==> src/rtl/fp_compare_scheduler.sv <==
// rtl/fp_compare_scheduler.sv - round-robin sharing of one pipelined FloPoCo subtractor for A >= B compares
module fp_compare_scheduler #(
  parameter int N       = 4,
  parameter int WIDTH   = 15,
  parameter int SUB_LAT = 2
) (
  input  logic               clk,
  input  logic               rst,
  input  logic [N-1:0]       req_valid,
  input  logic [N*WIDTH-1:0] req_a,
  input  logic [N*WIDTH-1:0] req_b,
  output logic [N-1:0]       req_ready,
  output logic [WIDTH-1:0]   sub_x,
  output logic [WIDTH-1:0]   sub_y,
  input  logic [WIDTH-1:0]   sub_r,
  output logic [N-1:0]       resp_valid,
  output logic               resp_ge,
  output logic               resp_unord,
  output logic               busy
);

  localparam int            TW       = (N > 1) ? $clog2(N) : 1;
  localparam logic [TW-1:0] LAST_RST = TW'(N - 1);
  localparam logic [N-1:0]  ONE_N    = {{(N-1){1'b0}}, 1'b1};

  // Arbitration state and the operand registers feeding the shared subtractor
  logic [TW-1:0]    last_q,  last_d;
  logic [WIDTH-1:0] sub_x_q, sub_x_d;
  logic [WIDTH-1:0] sub_y_q, sub_y_d;

  // Shadow pipeline: stage k holds the owner of the subtraction k edges after issue
  logic [SUB_LAT:0] sh_valid_q;
  logic [TW-1:0]    sh_tag_q [SUB_LAT+1];

  // Registered response
  logic [N-1:0] resp_valid_q, resp_valid_d;
  logic         resp_ge_q,    resp_ge_d;
  logic         resp_unord_q, resp_unord_d;

  // Grant search results
  logic          gnt_any;
  logic [TW-1:0] gnt_idx;
  logic [TW-1:0] cand;

  // Decode helpers
  logic [1:0] r_exn;
  logic       r_sign;
  logic       last_vld;

  // Round-robin search starting just after the last granted requester
  always_comb begin
    gnt_any = 1'b0;
    gnt_idx = '0;
    cand    = '0;
    for (int k = 1; k <= N; k++) begin
      cand = TW'((int'(last_q) + k) % N);
      if (!gnt_any && req_valid[cand]) begin
        gnt_any = 1'b1;
        gnt_idx = cand;
      end
    end
  end

  // Grant is one-hot on the winner; it depends only on req_valid and last_q
  always_comb begin
    req_ready = '0;
    if (gnt_any) begin
      req_ready = ONE_N << gnt_idx;
    end
  end

  // Next-state for pointer and operands: move only on an accept, otherwise hold
  always_comb begin
    last_d  = last_q;
    sub_x_d = sub_x_q;
    sub_y_d = sub_y_q;
    if (gnt_any) begin
      last_d  = gnt_idx;
      sub_x_d = req_a[gnt_idx*WIDTH +: WIDTH];
      sub_y_d = req_b[gnt_idx*WIDTH +: WIDTH];
    end
  end

  // Pointer and operand registers
  always_ff @(posedge clk or posedge rst) begin
    if (rst) begin
      last_q  <= LAST_RST;
      sub_x_q <= '0;
      sub_y_q <= '0;
    end else begin
      last_q  <= last_d;
      sub_x_q <= sub_x_d;
      sub_y_q <= sub_y_d;
    end
  end

  // Shadow pipeline always advances; a bubble enters when nothing is accepted
  always_ff @(posedge clk or posedge rst) begin
    if (rst) begin
      sh_valid_q <= '0;
      for (int k = 0; k <= SUB_LAT; k++) begin
        sh_tag_q[k] <= '0;
      end
    end else begin
      sh_valid_q[0] <= gnt_any;
      sh_tag_q[0]   <= gnt_idx;
      for (int k = 1; k <= SUB_LAT; k++) begin
        sh_valid_q[k] <= sh_valid_q[k-1];
        sh_tag_q[k]   <= sh_tag_q[k-1];
      end
    end
  end

  assign last_vld = sh_valid_q[SUB_LAT];
  assign r_exn    = sub_r[WIDTH-1:WIDTH-2];
  assign r_sign   = sub_r[WIDTH-3];

  // Classify the difference; flags hold their last value when no response is due
  always_comb begin
    resp_valid_d = '0;
    resp_ge_d    = resp_ge_q;
    resp_unord_d = resp_unord_q;
    if (last_vld) begin
      resp_valid_d = ONE_N << sh_tag_q[SUB_LAT];
      unique case (r_exn)
        2'b00: begin
          resp_ge_d    = 1'b1;
          resp_unord_d = 1'b0;
        end
        2'b01, 2'b10: begin
          resp_ge_d    = ~r_sign;
          resp_unord_d = 1'b0;
        end
        default: begin
          resp_ge_d    = 1'b0;
          resp_unord_d = 1'b1;
        end
      endcase
    end
  end

  // Response registers
  always_ff @(posedge clk or posedge rst) begin
    if (rst) begin
      resp_valid_q <= '0;
      resp_ge_q    <= 1'b0;
      resp_unord_q <= 1'b0;
    end else begin
      resp_valid_q <= resp_valid_d;
      resp_ge_q    <= resp_ge_d;
      resp_unord_q <= resp_unord_d;
    end
  end

  assign sub_x      = sub_x_q;
  assign sub_y      = sub_y_q;
  assign resp_valid = resp_valid_q;
  assign resp_ge    = resp_ge_q;
  assign resp_unord = resp_unord_q;
  assign busy       = |sh_valid_q;

endmodule

==> config.mk <==
export PLATFORM = sky130hd
export DESIGN_NAME = fp_compare_scheduler
export DESIGN_NICKNAME = d
export VERILOG_FILES = /design/src/rtl/fp_compare_scheduler.sv
export SDC_FILE = /design/constraint.sdc
export NUM_CORES = 1
export LEC_CHECK = 0
export BUFFER_PORTS_ARGS = -buffer_cell sky130_fd_sc_hd__buf_2
export CORE_MARGIN = 2
export CORE_UTILIZATION = 45
export CTS_CLUSTER_DIAMETER = 120
export DETAILED_ROUTE_END_ITERATION = 10
export PLACE_DENSITY = 0.85
export SLEW_MARGIN = 5
export SYNTH_ARGS = -nofsm -noshare
export SYNTH_HDL_FRONTEND = slang
export SYNTH_SLANG_ARGS = --single-unit
==> constraint.sdc <==
create_clock -name clk -period 4.6 [get_ports clk]
set_clock_uncertainty 0.1 [all_clocks]
set_input_delay 0.69 -clock clk [delete_from_list [all_inputs] [get_ports clk]]
set_output_delay 0.69 -clock clk [all_outputs]
set_load 0.03 [all_outputs]
==> impl_metrics.tcl, run 1 <==
set metrics [dict create \
    totalWireLength_um 7460 \
    netlist_area_um2 2590 \
    wl_per_cell_um 15.7 \
    crit_path_end_kind "output port" \
    cp_slowest_cell "nor3_4" \
    start_kind "input port" \
    rrSetupSlack_ns 2.11 \
    clk_latency_ns 0.29 \
    synth.distinct_cells 40 \
    synth_compound_gate_area_share_pct 23.3 \
    hp-class "reg -> reg" \
    clockBufferDepth 2 \
    synth_nets 391 \
    rows 27 \
    fmax_ghz 0.356 \
    slew_headroom_pct 28.7 \
    via_count 2609 \
    busiest_layer "met2" \
    grt_util_met3_pct 3.51 \
    synth-seq-cells 47 \
    crit_path_end "req_ready[0]" \
    ant_nets 0 \
    cp.arrival_ns 2.02 \
    power.leakage_nw 1.83 \
    synth.mux.area_fraction_pct 12.8 \
    crit_path_max_incr_delay_ns 0.62 \
    die_w_um 79.9 \
    diodes 0 \
    reg2reg_from "last_q[1]$_DFFE_PP1P_" \
    core_area_um2 5540 \
    dp_slack_ns 1.72 \
    path_max_fanout 19 \
    postCtsHoldBufs 0 \
    path_class "in -> out" \
    drcViolationCount 0 \
    dieHeight_um 79.9 \
    gp_congestion 0.826 \
    antenna_found_initial 0 \
    worst_pin_slew_ns 1.07 \
    synth-warning-count 0 \
    grt_usage_pct 23.0 \
    yosys.area_share.simple_pct 9.50 \
    cts_resized 0 \
    synth_xor_area_share_pct 0 \
    hold_viol 0 \
    peakVddDrop_mv 0.442 \
    setup_viol 0 \
    grt_pass1_wl_um 11600 \
    postCtsSetupBuffers 0 \
    cts_tree "built" \
    via_per_inst 5.48 \
    fin_cells 476 \
    fin_hold_ws_ns 0.252 \
    use_met2_pct 40.4 \
    hpwl_um 5400 \
    area_growth_pct 35.0 \
    cap_violations 0 \
    p_total_mw 2.02 \
    rr_endpoint "sub_x[14]$_DFFE_PP0P_" \
    synth-adder-area-share_pct 0.965 \
    clock-sinks 47 \
    cp.depth 5 \
    post-route-period-util_pct 61.1 \
    power_density_nw_per_um2 576 \
    worst-r2r-cell-count 5 \
    first_iter_violations 120 \
    crit_path_frequent_cell "buf_2" \
    rsz0062_at_grt "no" \
    dpl.cell_count 468 \
    start_util_pct 46.8 \
    num-nets-final 546 \
    fin_ws_ns 1.79 \
    syn-instance-count 248 \
    overflow 0 \
    numCtsBuffers 5 \
    slew_violations 0 \
    synth_top_family_by_area "compound AO/OA/AOI/OAI gates" \
    cp_cell_sequence "buf_2 -> or2_4 -> nor3_4 -> a21oi_1 -> buf_2" \
    crit_required_ns 3.81 \
    fill_cells 474 \
    cts-htree-levels 2 \
    postSynthAreaPerCell_um2 10.5 \
    status "finished, final reports clean" \
    first_global_vias 2444 \
    startpoint "req_valid[1]" \
    path_buf_inv 2 \
    cp_top_family "simple AND/OR/NAND/NOR gates" \
    firstDrtPassIters 4 \
    die_area_um2 6390 \
    drive_gt1_share_pct 47.0 \
    grt_max_degree 48 \
    fin_crit_ns 2.81 \
    setup_tns_ns 0 \
    portBuffers 169 \
    ios 182 \
    cts.clk_slew.worst_paths_ns 0.08 \
    cts_root_buf "clkbuf_8" \
    yosysSeqAreaShare_pct 45.4 \
    grtUsageMet1_pct 29.6 \
]
-- through the flow --
stage	util, %	area, um2
floorplan	-	2590
global placement	60.8	3370
detailed placement	60.8	3370
CTS	63.2	3500
global route	63.2	3500
finish	63.2	3500
-- report_power, final --
part | internal [mW] | switching [mW]
Clock | 0.217 | 0.132
Sequential | 0.579 | 0.0971
Combinational | 0.346 | 0.647
-- cells by family after synthesis --
family | count (synthesis)
and+or+nand+nor | 52
adders and majority gates | 2
buffers and inverters | 31
DFF | 47
AOI/OAI and AO/OA | 83
muxes | 33
-- final cells by class --
cell class / instances / area, um2 / area share [%]
Clock buffer: 6 / 72.6 / 2.07
Inverter: 8 / 30.0 / 0.857
Timing Repair Buffer: 171 / 861 / 24.6
Sequential cell: 47 / 1180 / 33.7
Multi-Input combinational cell: 170 / 1210 / 34.5
Clock inverter: 2 / 60.1 / 1.71
Tap cell: 72 / 90.1 / 2.57
-- worst min-delay path by stage --
stage / startpoint / end / depth (start not counted)
2_1_floorplan: sh_tag_q[2]$_DFF_PP0_ / sh_tag_q[0]$_DFF_PP0_ / 0
3_3_place_gp: sh_tag_q[5]$_DFF_PP0_ / sh_tag_q[3]$_DFF_PP0_ / 0
3_5_place_dp: sh_tag_q[3]$_DFF_PP0_ / sh_tag_q[1]$_DFF_PP0_ / 0
4_1_cts: sh_tag_q[2]$_DFF_PP0_ / sh_tag_q[0]$_DFF_PP0_ / 0
5_1_grt: sh_tag_q[5]$_DFF_PP0_ / sh_tag_q[3]$_DFF_PP0_ / 0
6_report: sh_tag_q[3]$_DFF_PP0_ / sh_tag_q[1]$_DFF_PP0_ / 0
-- layer usage --
layer	part of all wire, %	wire length, um
met4	1.2	91
met5	0	0
met2	50	3760
met3	7.0	526
met1	41	3080
-- layout by cell type, fill, tap and decap left out, types with 2 or more instances in the layout --
cell	synthesis	routed
nor2_1	34	34
mux2i_1	31	31
o21ai_1	3	3
buf_4	1	2
inv_2	1	2
bufinv_16	0	2
and3b_1	2	2
clkbuf_8	0	5
a221oi_1	30	30
nand2_1	6	6
dfstp_2	2	2
mux2_2	2	2
dfrtp_1	45	45
o21ai_0	7	7
inv_1	7	6
buf_2	5	169
o22ai_1	30	30
ha_1	2	2
a21oi_1	3	3
-- synthesized netlist by cell type, drive strengths merged --
cell type | instances | share of area, %
dfrtp | 45 | 43
nor2 | 34 | 4.9
mux2i | 31 | 12
a221oi | 30 | 10
o22ai | 30 | 7.2
buf | 13 | 5.3
clkbuf | 10 | 1.4
o21ai | 10 | 1.9
inv | 8 | 1.2
nand2 | 6 | 0.87
a21oi | 4 | 0.92
a32o | 2 | 0.82
and3b | 2 | 0.68
dfstp | 2 | 2.0
ha | 2 | 0.96
mux2 | 2 | 0.87
nor3 | 2 | 0.82
a21o | 1 | 0.29
a31oi | 1 | 0.24
and2b | 1 | 0.39
and3 | 1 | 0.24
nand3 | 1 | 0.19
nand3b | 1 | 0.29
nor2b | 1 | 0.24
nor3b | 1 | 0.29
o211a | 1 | 0.39
o211ai | 1 | 0.29
o21bai | 1 | 0.29
o221a | 1 | 0.43
o311a | 1 | 0.39
or2 | 1 | 0.34
or3 | 1 | 0.24
-- state kept, by name (all words and copies together), names as in the netlist --
signal / count
sub_x: 15
last_q: 2
sub_y: 15
sh_tag_q: 6
resp_unord: 1
resp_valid: 4
resp_ge: 1
sh_valid_q: 3
Note: power is estimated with default switching activity, not from simulation.
==> run 2: changes to the inputs <==
- CORE_UTILIZATION: 45 -> 41
- PLACE_DENSITY: 0.85 -> 0.78
- clock period: 4.6 -> 2.7 ns (I/O delays scaled with it)
==> run 2 against run 1 <==
Net effect:
- first-iteration DRC count rose by 4.2%
- setup slack lost 1.5 ns
- clock power grew 43%
- sequential power rose by 71%
- total power is 67% higher
- final cell count rose by 1.5%
- critical path depth shrank 2
- global-route usage shrank 2.6 points
- final area grew 0.75%
- flip-flop and latch count unchanged
- critical endpoint is now req_ready[1]
- highest routed layer unchanged
==> impl_metrics.tcl, run 2 (synthesis gave the netlist of run 1 again) <==
set metrics [dict create \
    status "finished, final reports clean" \
    cts_resized 0 \
    crit_path_max_incr_delay_ns 0.67 \
    fin_crit_ns 2.41 \
    p_total_mw 3.37 \
    startpoint "last_q[1]$_DFFE_PP1P_" \
    place_area_um2 3420 \
    start_kind "register" \
    grt_max_degree 48 \
    reg2reg_from "last_q[1]$_DFFE_PP1P_" \
    clock-sinks 47 \
    post-route-period-util_pct 89.2 \
    power.leakage_nw 1.85 \
    fmax_ghz 0.415 \
    grt_usage_pct 20.4 \
    diodes 0 \
    cts_root_buf "clkbuf_8" \
    portBuffers 169 \
    numCtsBuffers 5 \
    clockBufferDepth 2 \
    p_int_mw 1.88 \
    final_common_cell "buf_2" \
    final_cell_mix "buf_2, dfrtp_1, nor2_1" \
    clk_latency_ns 0.29 \
    p_clk_share_pct 14.8 \
    rows 28 \
    die_area_um2 6980 \
    ant_nets 0 \
    start_util_pct 43.0 \
    slew_violations 0 \
    antenna_found_initial 0 \
    firstDrtPassIters 7 \
    crit_path_end_kind "output port" \
    path_class "reg -> out" \
    slew_headroom_pct 38.4 \
    die_w_um 83.5 \
    drive_gt1_share_pct 47.8 \
    pwr-share-comb_pct 50.9 \
    power_density_nw_per_um2 954 \
    pwr-share-seq_pct 34.3 \
    cp.arrival_ns 1.90 \
    gp_congestion 0.884 \
    cts-htree-levels 2 \
    rsz0062_at_grt "no" \
    crit_required_ns 2.19 \
    num-nets-final 550 \
    rrSetupSlack_ns 0.64 \
    cts_tree "built" \
    p_sw_share_pct 44.2 \
    path_max_fanout 24 \
    postCtsHoldBufs 0 \
    area_growth_pct 36.0 \
    hold_viol 0 \
    fin_hold_ws_ns 0.205 \
    power_switching_mw 1.49 \
    setup_tns_ns 0 \
    cp_top_family "flip-flops" \
    peakVddDrop_mv 0.585 \
    path_buf_inv 1 \
    cp_slowest_cell "dfstp_2" \
    cp_cell_sequence "a21o_1 -> a32o_2 -> buf_2" \
    setup_viol 0 \
    totalWireLength_um 7080 \
    ios 182 \
    postCtsSetupBuffers 0 \
    hpwl_um 5330 \
    overflow 0 \
    via_count 2625 \
    cts.clk_slew.worst_paths_ns 0.08 \
    dieHeight_um 83.5 \
    hp-class "in -> async" \
    first_iter_violations 125 \
    drcViolationCount 0 \
    core_area_um2 6030 \
    worst_pin_slew_ns 0.923 \
    first_global_vias 2616 \
    fin_area_um2 3530 \
    via_per_inst 5.43 \
    wl_per_cell_um 14.7 \
    grt_pass1_wl_um 11800 \
    cap_violations 0 \
]
## run 2: cell count changes in the layout (fill, tap and decap cells not counted), sizes merged
| cell | change |
|---|---|
| clkinv | +2 |
| buf | +4 |
| bufinv | -1 |
| clkbuf | -1 |
## run 2: layout make-up
type / count / area (um2)
inverters: 8 / 30.0
flip-flops and latches: 47 / 1180
multi-input cells: 170 / 1210
repair buffers: 175 / 903
well taps: 75 / 93.8
clock buffers: 5 / 68.8
clock inverters: 3 / 43.8
fillers: 548 / 2500
## run 2: power groups by stage
| stage | Combinational (mW) | Clock, mW | Sequential [mW] |
|---|---|---|---|
| after floorplan | 0.840 | 0 | 1.60 |
| after detailed placement | 1.73 | 0 | 1.17 |
| after global routing | 1.83 | 0.543 | 1.20 |
| after CTS | 1.73 | 0.516 | 1.15 |
| final | 1.71 | 0.500 | 1.16 |
| after global placement | 1.70 | 0 | 1.15 |
## run 2: worst paths after layout
path                                     endpoint  depth (start not counted)
max in group asynchronous    sub_x[1]$_DFFE_PP0P_                          2
min reg2reg                 sh_tag_q[1]$_DFF_PP0_                          0
max                                  req_ready[1]                          3
min                        resp_unord$_DFFE_PP0P_                          2
max reg2reg                  sub_x[8]$_DFFE_PP0P_                          6
min in group clk            sh_tag_q[1]$_DFF_PP0_                          0
## run 2: metal layers
metal	wire [um]	GRT usage (%)	vias to the layer above
met1	2930	24.3	1228
met5	0	0	-
met4	115	7.04	0
li1	-	-	1264
met3	488	4.45	12
met2	3540	36.5	121
## run 2: per-stage QoR
step / cells / util (%) / setup WS, ns
2_1_floorplan: 248 / - / 0.866
3_3_place_gp: 475 / 56.7 / 0.499
3_5_place_dp: 475 / 56.7 / 0.466
4_1_cts: 483 / 58.6 / 0.264
5_1_grt: 483 / 58.6 / 0.146
6_report: 483 / 58.6 / 0.291
==> run 3: changes to the inputs <==
- BUFFER_PORTS_ARGS: -buffer_cell sky130_fd_sc_hd__buf_2 -> default
- CELL_PAD_IN_SITES_DETAIL_PLACEMENT: default -> 0
- CELL_PAD_IN_SITES_GLOBAL_PLACEMENT: default -> 1
- CORE_UTILIZATION: 41 -> 44
- DONT_BUFFER_PORTS: default -> 1
- PLACE_DENSITY: 0.78 -> 0.76
==> run 3 against run 2 <==
Net effect:
- register-to-register slack worse by 0.08 ns
- clock power is 14% lower
- global-route usage is 1.1 points lower
- die area is 6.5% lower
- setup slack better by 0.15 ns
- first-iteration DRC count is 15% lower
- sequential share of layout area is 11 points higher
- largest power group is now registers
==> impl_metrics.tcl, run 3 (synthesis gave the netlist of run 1 again) <==
set metrics [dict create \
    hpwl_um 4580 \
    fmax_ghz 0.443 \
    postCtsSetupBuffers 0 \
    slew_headroom_pct 36.0 \
    drcViolationCount 0 \
    drive_gt1_share_pct 11.3 \
    setup_viol 0 \
    cts_resized 0 \
    clock-sinks 47 \
    cp.arrival_ns 1.75 \
    num-nets-final 382 \
    rows 27 \
    clockBufferDepth 2 \
    p_total_mw 2.98 \
    cts_tree "built" \
    wl_per_cell_um 20.6 \
    first_iter_violations 106 \
    gp_congestion 0.780 \
    dieHeight_um 80.8 \
    clk_latency_ns 0.30 \
    ios 182 \
    hp-class "in -> async" \
    status "finished, final reports clean" \
    area_growth_pct 2.85 \
    core_area_um2 5610 \
    power_density_nw_per_um2 1120 \
    path_class "reg -> out" \
    cap_violations 0 \
    slew_violations 0 \
    start_kind "register" \
    postCtsHoldBufs 0 \
    worst_pin_slew_ns 0.959 \
    path_max_fanout 24 \
    via_count 2011 \
    firstDrtPassIters 4 \
    final_util_pct 47.6 \
    numCtsBuffers 5 \
    final_common_cell "dfrtp_1" \
    antenna_found_initial 0 \
    power.leakage_nw 1.17 \
    rsz0062_at_grt "no" \
    die_area_um2 6520 \
    hold_viol 0 \
    ant_nets 0 \
    diodes 0 \
    cts.clk_slew.worst_paths_ns 0.09 \
    grt_usage_pct 19.4 \
    peakVddDrop_mv 0.443 \
    grt_max_degree 48 \
    overflow 0 \
    cts_root_buf "clkbuf_8" \
    grt_pass1_wl_um 9640 \
    via_per_inst 6.45 \
    crit_required_ns 2.19 \
    portBuffers 0 \
    final_cell_mix "dfrtp_1, nor2_1, mux2i_1" \
    fin_crit_ns 2.26 \
    start_util_pct 46.3 \
    crit_path_end_kind "output port" \
    post-route-period-util_pct 83.6 \
    cts-htree-levels 2 \
    setup_tns_ns 0 \
    first_global_vias 1912 \
    totalWireLength_um 6430 \
    die_w_um 80.8 \
]
==> run 3: worst paths after layout <==
check                                       from  slack [ns]  cells past startpoint               endpoint
max                        last_q[1]$_DFFE_PP1P_        0.44                      2           req_ready[1]
min                                          rst        0.09                      1   sub_x[6]$_DFFE_PP0P_
max reg2reg                last_q[1]$_DFFE_PP1P_        0.56                      6  sub_y[14]$_DFFE_PP0P_
min reg2reg                sh_tag_q[2]$_DFF_PP0_        0.25                      0  sh_tag_q[0]$_DFF_PP0_
max in group asynchronous                    rst        1.81                      1   sub_x[5]$_DFFE_PP0P_
min in group clk                    req_valid[2]        0.16                      1  last_q[1]$_DFFE_PP1P_
==> run 3: cell type report <==
type,count,area (um2)
fillers,567,2940
clock buffers,5,68.8
repair buffers,7,65.1
inverters,8,30.0
flip-flops and latches,47,1180
well taps,72,90.1
multi-input cells,170,1210
clock inverters,3,25.0
==> run 3: worst max-delay path, cell delays in order (launching register included) <==
cell,delay (ns)
dfstp_2,0.67
a21o_1,0.15
a32o_2,0.62
==> run 3: stage by stage <==
step                      instances  hold WS, ns  instance area [um2]  setup WS (ns)
after floorplan                 248        0.231                 2590          0.866
after global placement          304        0.233                 2570          0.595
after detailed placement        304        0.236                 2570          0.577
after CTS                       312        0.130                 2670          0.448
after global routing            312        0.136                 2670          0.365
final                           312       0.0911                 2670          0.443
==> run 3: where the power goes <==
group | switching, mW | internal (mW)
clock | 0.245 | 0.185
sequential | 0.682 | 0.982
combinational | 0.490 | 0.396
total | 1.42 | 1.56
==> run 3: routing by layer <==
metal	share of wire, %	up-vias	global-route usage (%)
met1	41	973	25.7
met2	48	103	31.4
li1	-	927	-
met5	0	-	0
met3	9.6	8	4.89
met4	1.4	0	5.93
